$ cat src/rtl/vdp_super_vram_prefetch.sv
// Sequential VRAM read prefetcher: streams 32-bit words from a linear address
// into a small first-word-fall-through FIFO feeding the super-res pixel stage.
module vdp_super_vram_prefetch #(
  parameter int DEPTH     = 4,
  parameter int ADDR_STEP = 2
) (
  input  logic        clk,
  input  logic        reset,
  input  logic        enable,
  input  logic        frame_start,
  input  logic [16:0] start_addr,
  input  logic        pop,
  output logic [31:0] rd_data,
  output logic        rd_valid,
  output logic        underrun,
  output logic        mem_req,
  output logic [16:0] mem_addr,
  input  logic        mem_ack,
  input  logic [31:0] mem_data,
  input  logic        mem_data_valid
);

  localparam int PW = (DEPTH > 1) ? $clog2(DEPTH) : 1;
  localparam int CW = $clog2(DEPTH + 1);

  typedef enum logic [1:0] {IDLE, REQ, WAIT, DRAIN} state_t;

  state_t      state_reg;
  logic [31:0] fifo_mem [DEPTH];
  logic [PW-1:0] wr_ptr_reg;
  logic [PW-1:0] rd_ptr_reg;
  logic [CW-1:0] count_reg;
  logic [16:0] next_addr_reg;
  logic        underrun_reg;

  logic flush;
  logic inflight;
  logic credit;
  logic push;
  logic do_pop;

  // A low enable behaves as a continuous flush, which also keeps the FSM in IDLE.
  assign flush    = frame_start | ~enable;
  assign inflight = (state_reg == WAIT) || (state_reg == DRAIN);
  assign credit   = (count_reg + CW'(inflight)) < CW'(DEPTH);
  assign push     = (state_reg == WAIT) && mem_data_valid && !flush;
  assign do_pop   = pop && (count_reg != '0) && !flush;

  assign rd_valid = (count_reg != '0);
  assign rd_data  = rd_valid ? fifo_mem[rd_ptr_reg] : 32'h0;
  assign underrun = underrun_reg;

  always_ff @(posedge clk) begin
    if (push) begin
      fifo_mem[wr_ptr_reg] <= mem_data;
    end
  end

  always_ff @(posedge clk) begin
    if (reset) begin
      wr_ptr_reg   <= '0;
      rd_ptr_reg   <= '0;
      count_reg    <= '0;
      underrun_reg <= 1'b0;
    end else if (flush) begin
      wr_ptr_reg <= '0;
      rd_ptr_reg <= '0;
      count_reg  <= '0;
      if (frame_start) begin
        underrun_reg <= 1'b0;
      end
    end else begin
      if (push) begin
        wr_ptr_reg <= wr_ptr_reg + PW'(1);
      end
      if (do_pop) begin
        rd_ptr_reg <= rd_ptr_reg + PW'(1);
      end
      if (push && !do_pop) begin
        count_reg <= count_reg + CW'(1);
      end else if (!push && do_pop) begin
        count_reg <= count_reg - CW'(1);
      end
      if (pop && (count_reg == '0)) begin
        underrun_reg <= 1'b1;
      end
    end
  end

  always_ff @(posedge clk) begin
    if (reset) begin
      state_reg     <= IDLE;
      mem_req       <= 1'b0;
      mem_addr      <= '0;
      next_addr_reg <= '0;
    end else begin
      if (frame_start) begin
        next_addr_reg <= start_addr;
      end
      case (state_reg)
        IDLE: begin
          if (!flush && credit) begin
            state_reg <= REQ;
            mem_req   <= 1'b1;
            mem_addr  <= next_addr_reg;
          end
        end
        REQ: begin
          if (mem_ack) begin
            mem_req   <= 1'b0;
            state_reg <= flush ? DRAIN : WAIT;
            if (!frame_start) begin
              next_addr_reg <= next_addr_reg + 17'(ADDR_STEP);
            end
          end else if (flush) begin
            mem_req   <= 1'b0;
            state_reg <= IDLE;
          end
        end
        WAIT: begin
          // Data arriving in the flush cycle is simply dropped; DRAIN would never see it.
          if (mem_data_valid) begin
            state_reg <= IDLE;
          end else if (flush) begin
            state_reg <= DRAIN;
          end
        end
        DRAIN: begin
          if (mem_data_valid) begin
            state_reg <= IDLE;
          end
        end
        default: state_reg <= IDLE;
      endcase
    end
  end

endmodule

$ cat config.mk
export PLATFORM = sky130hd
export DESIGN_NAME = vdp_super_vram_prefetch
export DESIGN_NICKNAME = d
export VERILOG_FILES = /design/src/rtl/vdp_super_vram_prefetch.sv
export SDC_FILE = /design/constraint.sdc
export NUM_CORES = 1
export LEC_CHECK = 0
export ABC_AREA = 1
export CORE_MARGIN = 2
export CORE_UTILIZATION = 45
export CTS_BUF_LIST = sky130_fd_sc_hd__clkbuf_8
export CTS_CLUSTER_SIZE = 40
export DETAILED_ROUTE_END_ITERATION = 10
export PLACE_DENSITY = 0.68
export SYNTH_ARGS = -nofsm -noshare
export SYNTH_HDL_FRONTEND = slang
export SYNTH_SLANG_ARGS = --single-unit
$ cat constraint.sdc
create_clock -name clk -period 4.2 [get_ports clk]
set_input_delay 1.05 -clock clk [delete_from_list [all_inputs] [get_ports clk]]
set_output_delay 1.05 -clock clk [all_outputs]
set_load 0.05 [all_outputs]
# == Yosys cells after proc, flatten, opt, wreduce, memory -nomap -nowiden ==
# Memories as Yosys holds them, arrays and structs flattened. A register that Yosys moved wholly into a read port is not among the register bits.
# Cells that the tools add are included.
# word_totals
mem_bits_ro,0
latch_bits,0
mem_bits_rw,128
in_bits,56
wordCells,75
output_inout_bits,52
reg_bits,45
mem_count,1
# memory_table
name,words,width,rd,rd_ports_with_merged_regs,wr,line,text
fifo_mem,4,32,1,1,1,29,logic [31:0] fifo_mem [DEPTH];
# classes
mux,26
bitwise_logic,2
eq_ne,8
n_shift,0
magnitude_cmp,1
n_div,0
addsub,6
multipliers,0
n_reduce_logical,23
# ops
operator,n
17-bit 2-to-1 mux,4
32-bit 2-to-1 mux,1
17-bit by 2-bit adder with 17-bit output (second input constant),1
2-bit 2-to-1 mux,8
1-bit 2-to-1 mux,9
1-bit logical AND,8
2-bit case mux with 4 select lines,1
3-bit 2-to-1 mux,2
2-bit inequality test (second input constant),3
3-bit inequality test (second input constant),2
2-bit nonzero test,3
2-bit by 1-bit adder with 2-bit output (second input constant),2
2-bit equality test (second input constant),2
2-bit AND reduction,2
4-bit AND reduction,1
3-bit by 1-bit adder with 3-bit output,1
3-bit by 1-bit adder with 3-bit output (second input constant),1
1-bit logical NOT,3
3-bit logical NOT,1
3-bit < comparator (second input constant),1
3-bit AND reduction,1
3-bit nonzero test,1
3-bit by 1-bit subtractor with 3-bit output (second input constant),1
2-bit by 1-bit equality test with 1-bit output (second input constant),1
6 further kinds,6

# == Depth between registers and ports, before layout ==
# Gate-level depths: netlist (run 1).
# logic_depth
depth_word,8
ltp_mapped,13
depth_no_buf,13

# == Worst setup path before layout (run 1) ==
# Ideal clock, no wire load.
# synth_timing
kind,in2reg
from,input port frame_start
to,memory fifo_mem[0][0] (enable)
path_slack_ns,0.936
setup_time_ns,0.421
path_buffers,0
required_ns,3.779
t_arrival_ns,2.843
cell_stages,5
cell_sequence,inv_1 nand2_2 nor2_2 inv_1 nor2_1
# synth_between
elab_chain_cells,5
# synth_lines
element,line,text
start: declaration,10,"input logic frame_start,"
1-bit bitwise OR,43,assign flush = frame_start | ~enable;
1-bit logical NOT,46,assign push = (state_reg == WAIT) && mem_data_valid && !flush;
1-bit logical AND,46,
via push,39,logic push;
1-bit 2-to-1 mux,54,if (push) begin
1-bit 2-to-1 mux (not written as such),55,fifo_mem[wr_ptr_reg] <= mem_data;
end: declaration,29,
# The timed path passes the listed nets, and every way through them passes these cells.

==> results.json, run 1 <==
{
  "yosysMostFrequentCell": "nor2_1",
  "antenna_found_initial": 1,
  "place_area_sq_mm": 0.00892,
  "coreArea_sq_mm": 0.0159,
  "drt_drc_violations_left": 0,
  "hold_violations": 0,
  "tightest_slew_ps": 1170,
  "finalMaxSlewViolations": 0,
  "wirelength_um": 15900,
  "power.clock.fraction": 0.356,
  "cts_buffers": 17,
  "worstPathArrival_ps": 2680,
  "power_density_mw_per_mm2": 356,
  "intPower_uw": 2560,
  "yosysWarnings": 0,
  "pwr-share-comb": 0.070,
  "wl_per_cell_um": 15.2,
  "synth.distinct_cells": 36,
  "synth_common_cells": "nor2_1, edfxtp_1, o21ai_0",
  "num_vias": 5311,
  "skew_ps": 13.1,
  "syn_area_sq_mm": 0.00730,
  "max_freq_ghz": 0.268,
  "yosys_register_bits": 175,
  "cp_max_fo": 33,
  "whs_ps": 453,
  "cts_setup_buffers": 0,
  "worstPathRequired_ps": 3150,
  "synth.largest_area_cell": "edfxtp_1",
  "max-cap-violations": 0,
  "synth.avg_cell_area_sq_um": 10.2,
  "ant_nets": 0,
  "peakVddDrop_v": 0.000178,
  "min_period_ps": 3730,
  "drt_iter0_drc": 395,
  "die_area_sq_mm": 0.0173,
  "finalWeightedCongestion": 0.870,
  "ctsResizeCount": 0,
  "grt_max_degree": 65,
  "critPathSlowestCell": "inv_1",
  "numPlacedInstances": 1012,
  "clk_path_buf_depth": 2,
  "cts-root-buf": "clkbuf_8",
  "num_rows": 46,
  "power.total_uw": 3320,
  "cts_tree": "yes",
  "clk_latency_ps": 460,
  "leakagePower_uw": 0.00329,
  "crit_buf_inv": 3,
  "register_area_sq_mm": 0.00479,
  "status": "finished clean",
  "die_y_um": 131,
  "period_share": 0.889,
  "sequentialPowerShare": 0.573,
  "switchingPower_uw": 758,
  "synth-seq-area-share": 0.655,
  "crit_chain": "buf_4, inv_1, nor2_1, o21ai_0, a21oi_1, buf_12",
  "htreeDepth": 4,
  "start_util": 0.460,
  "max_slew_margin": 0.217,
  "clock_sinks": 175,
  "ios": 108,
  "cp_top_family": "buffers and inverters",
  "drt_first_pass_iters": 5,
  "final_cell_area_sq_mm": 0.00932,
  "cp-end-kind": "output port",
  "async_flop_share": 0,
  "path_class": "reg2out",
  "ys.flop_type": "edfxtp_1",
  "swShare": 0.229,
  "cp_slowest_stage_delay_ps": 620,
  "synth_edf_count": 128,
  "rsz0062_at_grt": "false",
  "postSynthCellCount": 713,
  "dpl.hpwl_um": 9820,
  "hold_buffers": 0,
  "largest_reg_flops": 128,
  "grt_pass1_wl_um": 25700,
  "grt.overflow.total": 0,
  "min_path_type": "reg2reg",
  "startpoint_type": "flop",
  "finalSetupViolCount": 0,
  "dieWidth_um": 131,
  "nNetsFinal": 878,
  "final_cells": 1044,
  "grt_pass1_vias": 5258,
  "vias_per_cell": 5.09,
  "syn_nets": 776,
  "drive_gt1_frac": 0.115,
  "gr-usage-all-layers": 0.189,
  "synthToLayoutAreaGrowth_pct": 27.7,
  "fillCellCount": 1304,
  "synth_top_area_share": 0.526,
  "multi_input_area_sq_mm": 0.00218,
  "synth.area.top_cells": "edfxtp_1, dfxtp_1, nor2_1",
  "n_antenna_cell": 0,
  "finalSetupTns_ps": 0,
  "path_clk_slew_ps": 90,
  "io_buffers": 107
}
layout make-up:
class / count / area share
Tap cell: 216 / 0.0290
Timing Repair Buffer: 117 / 0.157
Multi-Input combinational cell: 445 / 0.234
Sequential cell: 175 / 0.513
Clock inverter: 15 / 0.0180
Clock buffer: 17 / 0.0251
Inverter: 59 / 0.0238
metal layers:
metal  track usage  routed length, um
met5             0                 16
met4        0.0803                204
met3        0.0490               1030
met2         0.320               7870
met1         0.230               6730
power groups by stage:
stage | Sequential [uW] | Clock [uW] | Combinational, uW
finish | 1900 | 1180 | 233
global route | 1910 | 1280 | 252
CTS | 1900 | 1210 | 233
detailed placement | 1940 | 0 | 232
global placement | 1940 | 0 | 228
floorplan | 1980 | 0 | 75.7
kinds of logic (layout without fill, tap and decap cells):
family,after synthesis,in the layout,synth area share
AOI/OAI and AO/OA,185,185,0.130
buffers and inverters,93,208,0.0514
DFF,175,175,0.655
xor gates and xnor gates,6,6,0.00720
adders and majority gates,7,7,0.0130
and+or+nand+nor,247,247,0.143
worst paths after layout:
| kind | endpoint | cells after the start | slack [ps] | from |
|---|---|---|---|---|
| worst min register to register | mem_addr[2] | 2 | 450 | mem_addr[2] |
| worst min-delay path | mem_addr[2] | 2 | 450 | mem_addr[2] |
| worst max-delay path | rd_data[1] | 6 | 470 | flop |
| worst max register to register | count_reg[2] | 11 | 1860 | count_reg[1] |
cell usage in the layout, fill, tap and decap left out, types with 3 or more instances in the layout:
| master | Yosys | routed |
|---|---|---|
| a21oi_1 | 71 | 71 |
| buf_12 | 0 | 32 |
| buf_4 | 2 | 10 |
| bufinv_16 | 0 | 3 |
| clkbuf_8 | 0 | 17 |
| clkdlybuf4s50_1 | 0 | 75 |
| clkinv_1 | 1 | 3 |
| clkinvlp_4 | 0 | 4 |
| dfxtp_1 | 47 | 46 |
| edfxtp_1 | 128 | 128 |
| ha_1 | 6 | 6 |
| inv_1 | 55 | 56 |
| inv_2 | 3 | 3 |
| inv_6 | 0 | 3 |
| nand2_1 | 46 | 46 |
| nand2_2 | 4 | 4 |
| nand3_1 | 14 | 14 |
| nand4_1 | 7 | 7 |
| nor2_1 | 163 | 159 |
| nor2_2 | 4 | 4 |
| nor2_4 | 1 | 5 |
| o21ai_0 | 91 | 91 |
| o21ai_1 | 16 | 16 |
| xor2_1 | 6 | 6 |
worst register-to-register path, cell delays in order (launching register included):
cell and delay [ps]:
dfxtp_1 390, nor3_4 190, buf_4 420, nor2_2 110, inv_1 80, ha_1 130, inv_1 60, fa_1 390
a21oi_1 140, o21ai_0 110, o21ai_0 160, a21oi_1 60
through the flow:
stage,setup slack (ps),util
floorplan,936,-
global placement,731,0.562
detailed placement,684,0.562
CTS,385,0.587
global route,277,0.587
finish,466,0.587
Power figures use the tool's default switching activity.
==> run 2: changes to the inputs <==
--- a/config.mk
+++ b/config.mk
@@ -6,7 +6,6 @@
 export NUM_CORES = 1
 export LEC_CHECK = 0
 export ABC_AREA = 1
-export CORE_MARGIN = 2
 export CORE_UTILIZATION = 45
 export CTS_BUF_LIST = sky130_fd_sc_hd__clkbuf_8
 export CTS_CLUSTER_SIZE = 40
==> results.json, run 2 (same netlist as run 1, synthesis figures left out) <==
{
  "status": "finished clean",
  "cts_setup_buffers": 0,
  "grt_use_met2": 0.336,
  "clk_path_buf_depth": 2,
  "num_vias": 5353,
  "peakVddDrop_v": 0.000202,
  "max-cap-violations": 0,
  "cts-root-buf": "clkbuf_8",
  "start_util": 0.460,
  "coreArea_sq_mm": 0.0159,
  "dpl.hpwl_um": 9930,
  "final_cell_mix": "nor2_1, edfxtp_1, o21ai_0",
  "final.setup.worst_slack_ps": 488,
  "ctsResizeCount": 0,
  "hold_violations": 0,
  "tightest_slew_ps": 1160,
  "path_class": "reg2out",
  "startpoint_type": "flop",
  "rsz0062_at_grt": "false",
  "drt_first_pass_iters": 5,
  "cp-end-kind": "output port",
  "leakagePower_uw": 0.00331,
  "antenna_found_initial": 0,
  "drt_drc_violations_left": 0,
  "drive_gt1_frac": 0.118,
  "power_density_mw_per_mm2": 363,
  "clock_sinks": 175,
  "place_ws_ps": 649,
  "wirelength_um": 15800,
  "final_cell_area_sq_mm": 0.00938,
  "die_y_um": 129,
  "wl_per_cell_um": 15.2,
  "utilization": 0.590,
  "finalSetupViolCount": 0,
  "hold_start": "mem_addr[10]",
  "worstPathRequired_ps": 3150,
  "min_period_ps": 3710,
  "cp-endpoint": "rd_data[13]",
  "use_met1": 0.255,
  "synthToLayoutAreaGrowth_pct": 28.4,
  "grt_pass1_vias": 5170,
  "drt_iter0_drc": 352,
  "clk_latency_ps": 460,
  "finalSetupTns_ps": 0,
  "gr-usage-all-layers": 0.201,
  "die_area_sq_mm": 0.0167,
  "n_antenna_cell": 0,
  "hold_buffers": 0,
  "use_met3": 0.0533,
  "grt_pass1_wl_um": 25500,
  "place_area_sq_mm": 0.00893,
  "power.total_uw": 3410,
  "htreeDepth": 4,
  "grt.overflow.total": 0,
  "cts_buffers": 17,
  "regToRegSetupSlack_ps": 1830,
  "max_freq_ghz": 0.269,
  "finalMaxSlewViolations": 0,
  "r2r_end": "count_reg[2]",
  "path_clk_slew_ps": 90,
  "vias_per_cell": 5.13,
  "worstPathArrival_ps": 2660,
  "cp_max_fo": 33,
  "dieWidth_um": 129,
  "largest_reg_flops": 128,
  "period_share": 0.884,
  "worst_r2r_path_depth": 11,
  "finalWeightedCongestion": 0.902,
  "nNetsFinal": 878,
  "min_path_type": "reg2reg",
  "ant_nets": 0,
  "skew_ps": 13.9,
  "grt_max_degree": 65,
  "grt-busiest-layer": "met2",
  "cts_tree": "yes",
  "layout_commonest_cell": "nor2_1",
  "ios": 108,
  "io_buffers": 107,
  "max_slew_margin": 0.226,
  "num_rows": 46,
  "r2r-start": "count_reg[1]"
}
==> run 2: how the worst min path moves through the flow <==
stage / endpoint / slack (ps) / depth (start not counted)
after floorplan: flop / 440 / 2
after global placement: mem_addr[0] / 440 / 2
after global routing: mem_addr[0] / 480 / 2
after CTS: mem_addr[10] / 450 / 2
final: mem_addr[10] / 450 / 2
after detailed placement: mem_addr[6] / 440 / 2
==> run 2: layout make-up <==
class / instances / area, sq um
flip-flops and latches: 175 / 4790
inverters: 59 / 221
multi-input cells: 445 / 2180
clock buffers: 17 / 234
well taps: 216 / 270
fillers: 1306 / 6510
clock inverters: 15 / 208
repair buffers: 117 / 1480
==> run 2: layer usage <==
metal  wire [um]  part of all wire  up-vias
li1            -                 -     2637
met1        6950              0.44     2525
met2        7820              0.49      170
met3         855             0.054       21
met4         215             0.014        0
met5           0                 0        -
==> run 2: power breakdown <==
part | internal (uW) | leakage (uW) | switching (uW) | total (uW)
combinational | 99.1 | 0.00156 | 136 | 235
sequential | 1880 | 0.00154 | 26.4 | 1900
clock | 656 | 0.000215 | 614 | 1270
total | 2630 | 0.00331 | 777 | 3410
==> run 2: worst max-delay path, cell delays in order, from the launching register on <==
cell     delay, ps
dfxtp_1        310
buf_4          350
inv_1          610
nor2_1         250
o21ai_0        110
a21oi_1        370
buf_12         190
==> run 2: through the flow <==
stage,hold slack (ps),cells
2_1_floorplan,436,713
3_5_place_dp,440,1012
3_3_place_gp,438,1012
5_1_grt,477,1044
6_report,451,1044
4_1_cts,454,1044
